[config.mk]
export PLATFORM = sky130hd
export DESIGN_NAME = up_down_counter_mod
export DESIGN_NICKNAME = d
export VERILOG_FILES = /design/src/rtl/up_down_counter_mod.sv
export SDC_FILE = /design/constraint.sdc
export NUM_CORES = 1
export LEC_CHECK = 0
export ABC_CLOCK_PERIOD_IN_PS = 2500
export BUFFER_PORTS_ARGS = -buffer_cell sky130_fd_sc_hd__buf_2
export CORE_MARGIN = 4
export CORE_UTILIZATION = 49
export DETAILED_ROUTE_END_ITERATION = 10
export HOLD_SLACK_MARGIN = 0.15
export PLACE_DENSITY = 0.76
export SLEW_MARGIN = 20
export SYNTH_ARGS = -nofsm -noshare
export SYNTH_HDL_FRONTEND = slang
export SYNTH_SLANG_ARGS = --single-unit
[constraint.sdc]
create_clock -name clk -period 2.5 [get_ports clk]
set_input_delay 0.125 -clock clk [delete_from_list [all_inputs] [get_ports clk]]
set_output_delay 0.125 -clock clk [all_outputs]
set_load 0.05 [all_outputs]
[src/rtl/up_down_counter_mod.sv]
// up_down_counter_mod: N-bit up/down counter with clock enable, synchronous
// parallel load, runtime terminal value (0..max_val), wrap or saturate mode,
// a registered terminal-count pulse and a sticky overflow flag.
module up_down_counter_mod #(
  parameter int N    = 8,
  parameter bit WRAP = 1'b1
) (
  input  logic         clk,
  input  logic         reset,
  input  logic         en,
  input  logic         up_down,
  input  logic         load,
  input  logic [N-1:0] load_val,
  input  logic [N-1:0] max_val,
  input  logic         clr_ovf,
  output logic [N-1:0] Q,
  output logic         tc,
  output logic         ovf
);

  logic [N-1:0] q_q, q_d;
  logic         tc_q, tc_d;
  logic         ovf_q, ovf_d;
  logic         boundary;

  // Next-state: load beats counting; a boundary event is reaching the end of
  // the range in the counting direction (or sitting at it in saturate mode).
  always_comb begin
    // NOTE: every output of this block gets a default first so no path leaves
    // a variable unassigned, which would infer a latch.
    q_d      = q_q;
    boundary = 1'b0;
    if (load) begin
      q_d = (load_val > max_val) ? max_val : load_val;
    end else if (en) begin
      if (up_down) begin
        if (q_q >= max_val) begin
          boundary = 1'b1;
          q_d      = WRAP ? '0 : max_val;
        end else begin
          q_d = q_q + 1'b1;
        end
      end else begin
        if (q_q > max_val) begin
          // Only reachable after max_val was lowered; pull back into range.
          q_d = max_val;
        end else if (q_q == '0) begin
          boundary = 1'b1;
          q_d      = WRAP ? max_val : '0;
        end else begin
          q_d = q_q - 1'b1;
        end
      end
    end
    tc_d  = boundary;
    // A boundary event on the same edge as clr_ovf keeps the flag set.
    ovf_d = boundary | (ovf_q & ~clr_ovf);
  end

  // State registers with synchronous active-high reset overriding everything.
  always_ff @(posedge clk) begin
    // NOTE: sequential state uses non-blocking assignments so every register
    // samples the pre-edge values regardless of statement order.
    if (reset) begin
      q_q   <= '0;
      tc_q  <= 1'b0;
      ovf_q <= 1'b0;
    end else begin
      q_q   <= q_d;
      tc_q  <= tc_d;
      ovf_q <= ovf_d;
    end
  end

  assign Q   = q_q;
  assign tc  = tc_q;
  assign ovf = ovf_q;

endmodule

# [After elaboration in Yosys (flattened, before gate mapping)]
# Index checks and enable logic that the tools add are counted.
[op_classes] div_mod_pow=0 n_addsub=2 reduce_logical=2 n_eq_ne=0 shifts=0 bitwise_logic=3 n_mux=13 n_lt_le_gt_ge=3 multipliers=0
[ops] op="$mux 8" count=7
[ops] op="$gt 8x8->1" count=2
[ops] op="$add 8x1->8 const B" count=1
[ops] op="$ge 8x8->1" count=1
[ops] op="$logic_not 8->1" count=1
[ops] op="$sub 8x1->8 const B" count=1
[ops] op="$mux 1" count=6
[ops] op="$reduce_bool 2->1" count=1
[ops] op="$and 1x1->1" count=1
[ops] op="$not 1->1" count=1
[ops] op="$or 1x1->1" count=1
[word_totals] word_cells=26 mem_count=0 out_inout_bits=10 ramBits=0 in_bits=22 register_bits=10 latchBits=0 mem_bits_ro=0

# [Longest topological paths before layout]
# Gate-level depths: netlist of run 1.
[logic_depth] ltp_word=7 depth_mapped=9 depth_no_buf=8

# [Worst setup path before layout of run 1]
# OpenSTA, ideal clock, no wires.
[synth_path] path_type="register -> register" start="register q_q[4], in the netlist Q[4]" end="register q_q[3], in the netlist Q[3]" period_less_slack_ps=2758 arrival_time_ps=2636 path_buffers=3 path_stages_with_launch=9 setup_time_ps=122 required_ps=2378 slack_ps=-258 cell_sequence="dfxtp_1 buf_2 or4_4 or4b_1 buf_2 and3_1 buf_6 or2_0 a221o_1"
[synth_between] elab_chain_len=6 elab_cells_between_ends=9 cone_classes="order compare (2); mux (6); reduce/logical (1)"
[synth_rtl] item="start: declaration" line_no="21" source="logic [N-1:0] q_q, q_d;"
[synth_rtl] item="start signal: assignment" line_no="69" source="q_q <= q_d;"
[synth_rtl] item="parallel branches: the longest is 3 deep, another holds $gt 8x8->1"
[synth_rtl] item="$mux 8 (*)" line_no="36" source="if (up_down) begin"
[synth_rtl] item="$mux 8 (*)" line_no="35" source="end else if (en) begin"
[synth_rtl] item="$mux 8 (*)" line_no="33" source="if (load) begin"
# Every way passes the cells marked *. The select of a mux whose other input is x is not followed.
# A chain may end at the register's enable or synchronous reset.

# [Final worst setup path of run 1]
# Ends and elaborated chain as after synthesis.

==> run metrics, run 1 <==
CP max stage delay=620 ps; Synth area leader=sky130_fd_sc_hd__ha_1; number of unique standard cell types used by synthesis=47; placer congestion estimate=0.901; Cells after Synth=188; clock tree from TritonCTS=done; class of the tightest hold or removal check=primary input to flop; kind of launch point of the worst setup path=flop; initial antenna violation count=0; chip height=61.6 um; drt total wl=4000 um; register bit total from synthesis=10; all-layer global routing usage=23.4%; global-route congestion overflow total=0; core area=2760 um2; biggest area contributors in the synthesized netlist=sky130_fd_sc_hd__ha_1 (17%), sky130_fd_sc_hd__dfxtp_1 (14%), sky130_fd_sc_hd__a21oi_1 (5.7%); total negative slack=0 ps; Iteration-0 DRC Markers=54; Pins Over Slew Limit=0; critical path class=flop to flop; Max Clk Rate=421 MHz; signed area change from the synthesized netlist to the final layout=16.7%; proportion of layout cells with a drive suffix above 1=25.0%; non-filler instance count after layout=251; final layout net count=262; Num Clock Sinks=10; Worst Path Buf+Inv=0; insertion delay of the later-clocked pin in the worst-skew pair=280 ps; fin util=59.5%; first-pass iteration count of the detailed router=4; power density cells=475 nW/um2; Worst Setup End Kind=flop; sequence of cells on the critical path=or4_4 > or4b_1 > and3_4 > or2_0 > a221o_1; Cell Area, Synth=1410 um2; most frequently used flop master after synthesis=sky130_fd_sc_hd__dfxtp_1; maximum vdd ir drop=0.362 mV; area enclosed by the die boundary=3790 um2; Post-DRT Antenna Nets=0; H-tree level count=1; maximum clock skew at final layout=15.4 ps; I/O pin total=32; total count of hold-check failures in the final report=0; crit path DAT=2550 ps; Max Cap Violations=0; Via density=6.28; Vias=1577; leakage power total=0.773 nW; wire length of the first global-routing pass=6670 um; Clock Path Buffers=2; vias in the first global route=1425; average instance area after synthesis=7.47 um2; count of flip-flops with a built-in enable after synthesis=0; root buf cell=sky130_fd_sc_hd__clkbuf_4; instance count after placement with tap cells included=247; initial core utilization=51.0%; # rows=19; sequential element share of the synthesized area=14.2%; number of antenna cells inserted=0; horizontal extent of the die=61.6 um; CTS clk-pin slew, worst paths=80 ps; minimum clock period after layout=2380 ps; number of clock buffers inserted by TritonCTS=3; share of the cycle needed by the critical path after routing=95.0%; dpl hpwl=3200 um; number of design rule violations left after detail routing=0; Critical Path Fanout Max=8; maximum number of pins on one net before global-route repair=19; total number of yosys warnings=0; crit-path leading delay family=simple AND/OR/NAND/NOR gates; flop-to-flop setup slack=120 ps; detailed-route wire length per cell=15.9 um; total of endpoints with negative setup slack in the final report=0; run status=completed; nets in the synthesized netlist=229; fraction of synthesis flops using an asynchronous set or reset pin=0%; cell with the largest stage delay on the worst path=sky130_fd_sc_hd__or4b_1; area fraction of the dominant cell type after synthesis=16.9%; unrepaired setup endpoints after global routing=false; slew at the pin with the worst max-slew slack=816 ps; I/O Buffers=31; Slew Limit Headroom=45.2%; required arrival time at the worst endpoint=2670 ps
power by group:
| part | total, mW | internal, mW | switching [mW] | leakage, nW |
|---|---|---|---|---|
| registers | 0.205 | 0.181 | 0.0241 | 0.0851 |
| logic | 0.451 | 0.176 | 0.275 | 0.673 |
| clock network | 0.123 | 0.0618 | 0.0611 | 0.0150 |
worst reg2reg max path, stage by stage (launching register included):
cell,delay (ps)
sky130_fd_sc_hd__dfxtp_4,340
sky130_fd_sc_hd__or4_4,550
sky130_fd_sc_hd__or4b_1,620
sky130_fd_sc_hd__and3_4,260
sky130_fd_sc_hd__or2_0,200
sky130_fd_sc_hd__a221o_1,300
layout make-up:
class / count / area (um2)
Fill cell: 271 / 1120
Multi-Input combinational cell: 154 / 1100
Sequential cell: 10 / 213
Timing Repair Buffer: 38 / 208
Inverter: 14 / 52.6
Tap cell: 31 / 38.8
Clock buffer: 4 / 26.3
logic make-up (layout without fill, tap and decap cells):
| group | after synthesis | count (layout) | share of synthesized area (%) |
|---|---|---|---|
| AO/OA/AOI/OAI | 66 | 66 | 30.8 |
| buffers and inverters | 24 | 56 | 7.75 |
| adder cells (fa/ha/maj) | 19 | 19 | 16.9 |
| XOR/XNOR | 7 | 7 | 4.36 |
| flip-flops | 10 | 10 | 14.2 |
| AND/OR/NAND/NOR | 56 | 56 | 21.6 |
| multiplexers | 6 | 6 | 4.36 |
Yosys cell counts, types with 2 or more instances:
cell,number
sky130_fd_sc_hd__ha_1,19
sky130_fd_sc_hd__and3_1,4
sky130_fd_sc_hd__xor2_1,4
sky130_fd_sc_hd__a41oi_1,2
sky130_fd_sc_hd__mux2i_1,5
sky130_fd_sc_hd__a31oi_1,6
sky130_fd_sc_hd__a221o_1,2
sky130_fd_sc_hd__a211oi_1,2
sky130_fd_sc_hd__o21ai_0,15
sky130_fd_sc_hd__buf_6,2
sky130_fd_sc_hd__nand3_1,7
sky130_fd_sc_hd__inv_1,14
sky130_fd_sc_hd__nand2_1,9
sky130_fd_sc_hd__nor2b_1,2
sky130_fd_sc_hd__nand4_1,4
sky130_fd_sc_hd__a21oi_1,16
sky130_fd_sc_hd__nor2_1,10
sky130_fd_sc_hd__a311oi_1,2
sky130_fd_sc_hd__xnor2_1,3
sky130_fd_sc_hd__a221oi_1,2
sky130_fd_sc_hd__a21o_1,2
sky130_fd_sc_hd__nor3_1,8
sky130_fd_sc_hd__clkbuf_1,5
sky130_fd_sc_hd__dfxtp_1,10
sky130_fd_sc_hd__o211ai_1,7
sky130_fd_sc_hd__buf_2,3
sky130_fd_sc_hd__nor4_1,3
state kept, by name, summed over array words and instances, names as in the netlist:
register / flops
Q: 8
ovf: 1
tc: 1
stage by stage:
step                setup WS [ps]  hold WS (ps)  power (mW)  instance area (um2)
floorplan                   -62.0           317       0.551                 1440
global placement              188           430       0.647                 1610
detailed placement            148           436       0.652                 1610
CTS                           135           162       0.774                 1640
global route                 11.1           171       0.841                 1640
finish                        124           166       0.778                 1640
timing repair:
item                       in CTS  in global routing
gates resized for setup         0                  2
setup endpoints to repair       0                  1
hold buffers                    0                  0
setup buffers                   0                  0
path summary, 6_finish.rpt:
| check | depth (start not counted) | end | from |
|---|---|---|---|
| worst max-delay path | 5 | Q[3] | Q[4] |
| worst min-delay path | 3 | ovf | clr_ovf |
| worst max register to register | 5 | Q[3] | Q[4] |
| worst min register to register | 1 | ovf | ovf |
cells in the final DEF (no fill, tap or decap), types with 2 or more instances in the layout:
cell | synthesis | routed
sky130_fd_sc_hd__nor2b_1 | 2 | 2
sky130_fd_sc_hd__buf_2 | 3 | 31
sky130_fd_sc_hd__a21oi_1 | 16 | 16
sky130_fd_sc_hd__a21o_1 | 2 | 2
sky130_fd_sc_hd__dfxtp_2 | 0 | 4
sky130_fd_sc_hd__o211ai_1 | 7 | 7
sky130_fd_sc_hd__and3_1 | 4 | 3
sky130_fd_sc_hd__nand3_1 | 7 | 7
sky130_fd_sc_hd__xnor2_1 | 3 | 3
sky130_fd_sc_hd__clkbuf_4 | 0 | 3
sky130_fd_sc_hd__a31oi_1 | 6 | 6
sky130_fd_sc_hd__mux2i_1 | 5 | 5
sky130_fd_sc_hd__a221o_1 | 2 | 2
sky130_fd_sc_hd__a211oi_1 | 2 | 2
sky130_fd_sc_hd__a41oi_1 | 2 | 2
sky130_fd_sc_hd__inv_1 | 14 | 14
sky130_fd_sc_hd__nand4_1 | 4 | 4
sky130_fd_sc_hd__xor2_1 | 4 | 4
sky130_fd_sc_hd__o21ai_0 | 15 | 15
sky130_fd_sc_hd__ha_1 | 19 | 19
sky130_fd_sc_hd__dfxtp_4 | 0 | 2
sky130_fd_sc_hd__nand2_1 | 9 | 9
sky130_fd_sc_hd__buf_4 | 0 | 7
sky130_fd_sc_hd__nor4_1 | 3 | 3
sky130_fd_sc_hd__a221oi_1 | 2 | 2
sky130_fd_sc_hd__dfxtp_1 | 10 | 4
sky130_fd_sc_hd__nor3_1 | 8 | 8
sky130_fd_sc_hd__nor2_1 | 10 | 10
sky130_fd_sc_hd__a311oi_1 | 2 | 2
routing by layer:
metal  routed length (um)  global-route usage [%]  up-vias
met4                   46                    6.67        0
met2                 1890                    36.6       63
met5                    0                       0        -
met1                 1780                    34.1      723
met3                  284                    1.68        6
li1                     -                       -      785
Power figures use the tool's default switching activity.
==> inputs of run 2 (changes only) <==
--- a/config.mk
+++ b/config.mk
@@ -11,7 +11,7 @@
 export CORE_UTILIZATION = 49
 export DETAILED_ROUTE_END_ITERATION = 10
 export HOLD_SLACK_MARGIN = 0.15
-export PLACE_DENSITY = 0.76
+export PLACE_DENSITY_LB_ADDON = 0.15
 export SLEW_MARGIN = 20
 export SYNTH_ARGS = -nofsm -noshare
 export SYNTH_HDL_FRONTEND = slang
==> run metrics, run 2 (same netlist as run 1, synthesis figures left out) <==
Finished Cell Area=1630 um2 (was 1640 um2); run status=completed (unchanged); minimum clock period after layout=2330 ps (was 2380 ps); H-tree level count=1 (unchanged); horizontal extent of the die=61.6 um (unchanged); Max Cap Violations=0 (unchanged); critical path class=flop to flop (unchanged); final layout net count=261 (was 262); number of design rule violations left after detail routing=0 (unchanged); dpl hpwl=3340 um (was 3200 um); Largest register FFs=8 (unchanged); signed area change from the synthesized netlist to the final layout=15.8% (was 16.7%); maximum number of pins on one net before global-route repair=19 (unchanged); vias in the first global route=1530 (was 1425); proportion of layout cells with a drive suffix above 1=24.3% (was 25.0%); slew at the pin with the worst max-slew slack=427 ps (was 816 ps); initial antenna violation count=0 (unchanged); wire length of the first global-routing pass=6810 um (was 6670 um); placer congestion estimate=0.974 (was 0.901); leading cell type in the layout, fill and taps excluded=sky130_fd_sc_hd__buf_2 (unchanged); placed instance area=1600 um2 (was 1610 um2); I/O Buffers=31 (unchanged); Slew Limit Headroom=71.5% (was 45.2%); Post-DRT Antenna Nets=0 (unchanged); highest-count cells in the layout ignoring fill and taps=sky130_fd_sc_hd__buf_2 (31), sky130_fd_sc_hd__ha_1 (19), sky130_fd_sc_hd__a21oi_1 (16) (unchanged); required arrival time at the worst endpoint=2650 ps (was 2670 ps); drt total wl=4170 um (was 4000 um); detailed-route wire length per cell=16.8 um (was 15.9 um); share of the cycle needed by the critical path after routing=93.4% (was 95.0%); unrepaired setup endpoints after global routing=false (unchanged); insertion delay of the later-clocked pin in the worst-skew pair=260 ps (was 280 ps); Vias=1609 (was 1577); Worst Setup End Kind=flop (unchanged); first-pass iteration count of the detailed router=4 (unchanged); number of clock buffers inserted by TritonCTS=3 (unchanged); CTS clk-pin slew, worst paths=70 ps (was 80 ps); core area=2760 um2 (unchanged); Max Clk Rate=428 MHz (was 421 MHz); # resized after CTS=0 (unchanged); area enclosed by the die boundary=3790 um2 (unchanged); number of antenna cells inserted=0 (unchanged); Via density=6.46 (was 6.28); initial core utilization=51.0% (unchanged); chip height=61.6 um (unchanged); non-filler instance count after layout=249 (was 251); kind of launch point of the worst setup path=flop (unchanged); Pins Over Slew Limit=0 (unchanged); root buf cell=sky130_fd_sc_hd__clkbuf_4 (unchanged); number of buffers inserted for hold repair after clock tree synthesis=0 (unchanged); crit path DAT=2490 ps (was 2550 ps); leakage power total=0.766 nW (was 0.773 nW); instance count after placement with tap cells included=246 (was 247); Clock Path Buffers=2 (unchanged); global-route congestion overflow total=0 (unchanged); Num Clock Sinks=10 (unchanged); Iteration-0 DRC Markers=96 (was 54); setup bufs post-CTS=0 (unchanged); total of endpoints with negative setup slack in the final report=0 (unchanged); class of the tightest hold or removal check=primary input to flop (unchanged); Critical Path Fanout Max=12 (was 8); maximum vdd ir drop=0.317 mV (was 0.362 mV); total count of hold-check failures in the final report=0 (unchanged); power density cells=470 nW/um2 (was 475 nW/um2); I/O pin total=32 (unchanged); clock tree from TritonCTS=done (unchanged); maximum clock skew at final layout=5.67 ps (was 15.4 ps); # rows=19 (unchanged); all-layer global routing usage=23.5% (was 23.4%)
-- run 2: cell count changes in the layout (fill, tap and decap cells not counted) --
| cell | delta |
|---|---|
| sky130_fd_sc_hd__dfxtp_2 | -1 |
| sky130_fd_sc_hd__clkbuf_1 | -1 |
| sky130_fd_sc_hd__buf_4 | -1 |
| sky130_fd_sc_hd__a2111oi_1 | -1 |
| sky130_fd_sc_hd__dfxtp_1 | +1 |
| sky130_fd_sc_hd__a2111oi_0 | +1 |
-- run 2: report_power, final --
group / internal [mW] / leakage [nW] / switching [mW]
combinational: 0.171 / 0.667 / 0.261
clock: 0.0556 / 0.0138 / 0.0574
sequential: 0.181 / 0.0849 / 0.0392
total: 0.407 / 0.766 / 0.357
-- run 2: final cells by class --
cell class / instances / area (um2)
clock buffer: 3 / 22.5
multi-input combinational: 154 / 1100
fill: 260 / 1130
sequential: 10 / 211
inverter: 14 / 52.6
tap: 31 / 38.8
timing repair buffer: 37 / 200
-- run 2: metrics by stage --
stage / power, mW / hold slack, ps / setup WS, ps / util, % / TNS, ps
after global placement: 0.640 / 430 / 234 / 58.2 / 0
after detailed placement: 0.648 / 446 / 189 / 58.2 / 0
final: 0.765 / 174 / 165 / 59.0 / 0
after CTS: 0.761 / 176 / 173 / 59.0 / 0
after floorplan: 0.551 / 317 / -62.0 / - / -62.0
after global routing: 0.820 / 189 / 9.38 / 59.0 / 0
-- run 2: worst paths after layout --
check,slack (ps),to,startpoint,cells after the start
setup / recovery,170,Q[3],Q[3],5
setup reg to reg,170,Q[3],Q[3],5
hold reg to reg,460,ovf,ovf,1
hold / removal,170,ovf,clr_ovf,3
-- run 2: per-layer routing --
| metal | track usage [%] | share of wire (%) |
|---|---|---|
| met1 | 32.0 | 43 |
| met2 | 37.1 | 48 |
| met3 | 3.35 | 7.5 |
| met4 | 9.09 | 1.3 |
| met5 | 0 | 0 |
-- run 2: critical path: stages, from the launching register on --
cell                      delay [ps]
sky130_fd_sc_hd__dfxtp_4         390
sky130_fd_sc_hd__or4_4           540
sky130_fd_sc_hd__or4b_1          550
sky130_fd_sc_hd__and3_4          220
sky130_fd_sc_hd__or2_0           200
sky130_fd_sc_hd__a221o_1         310
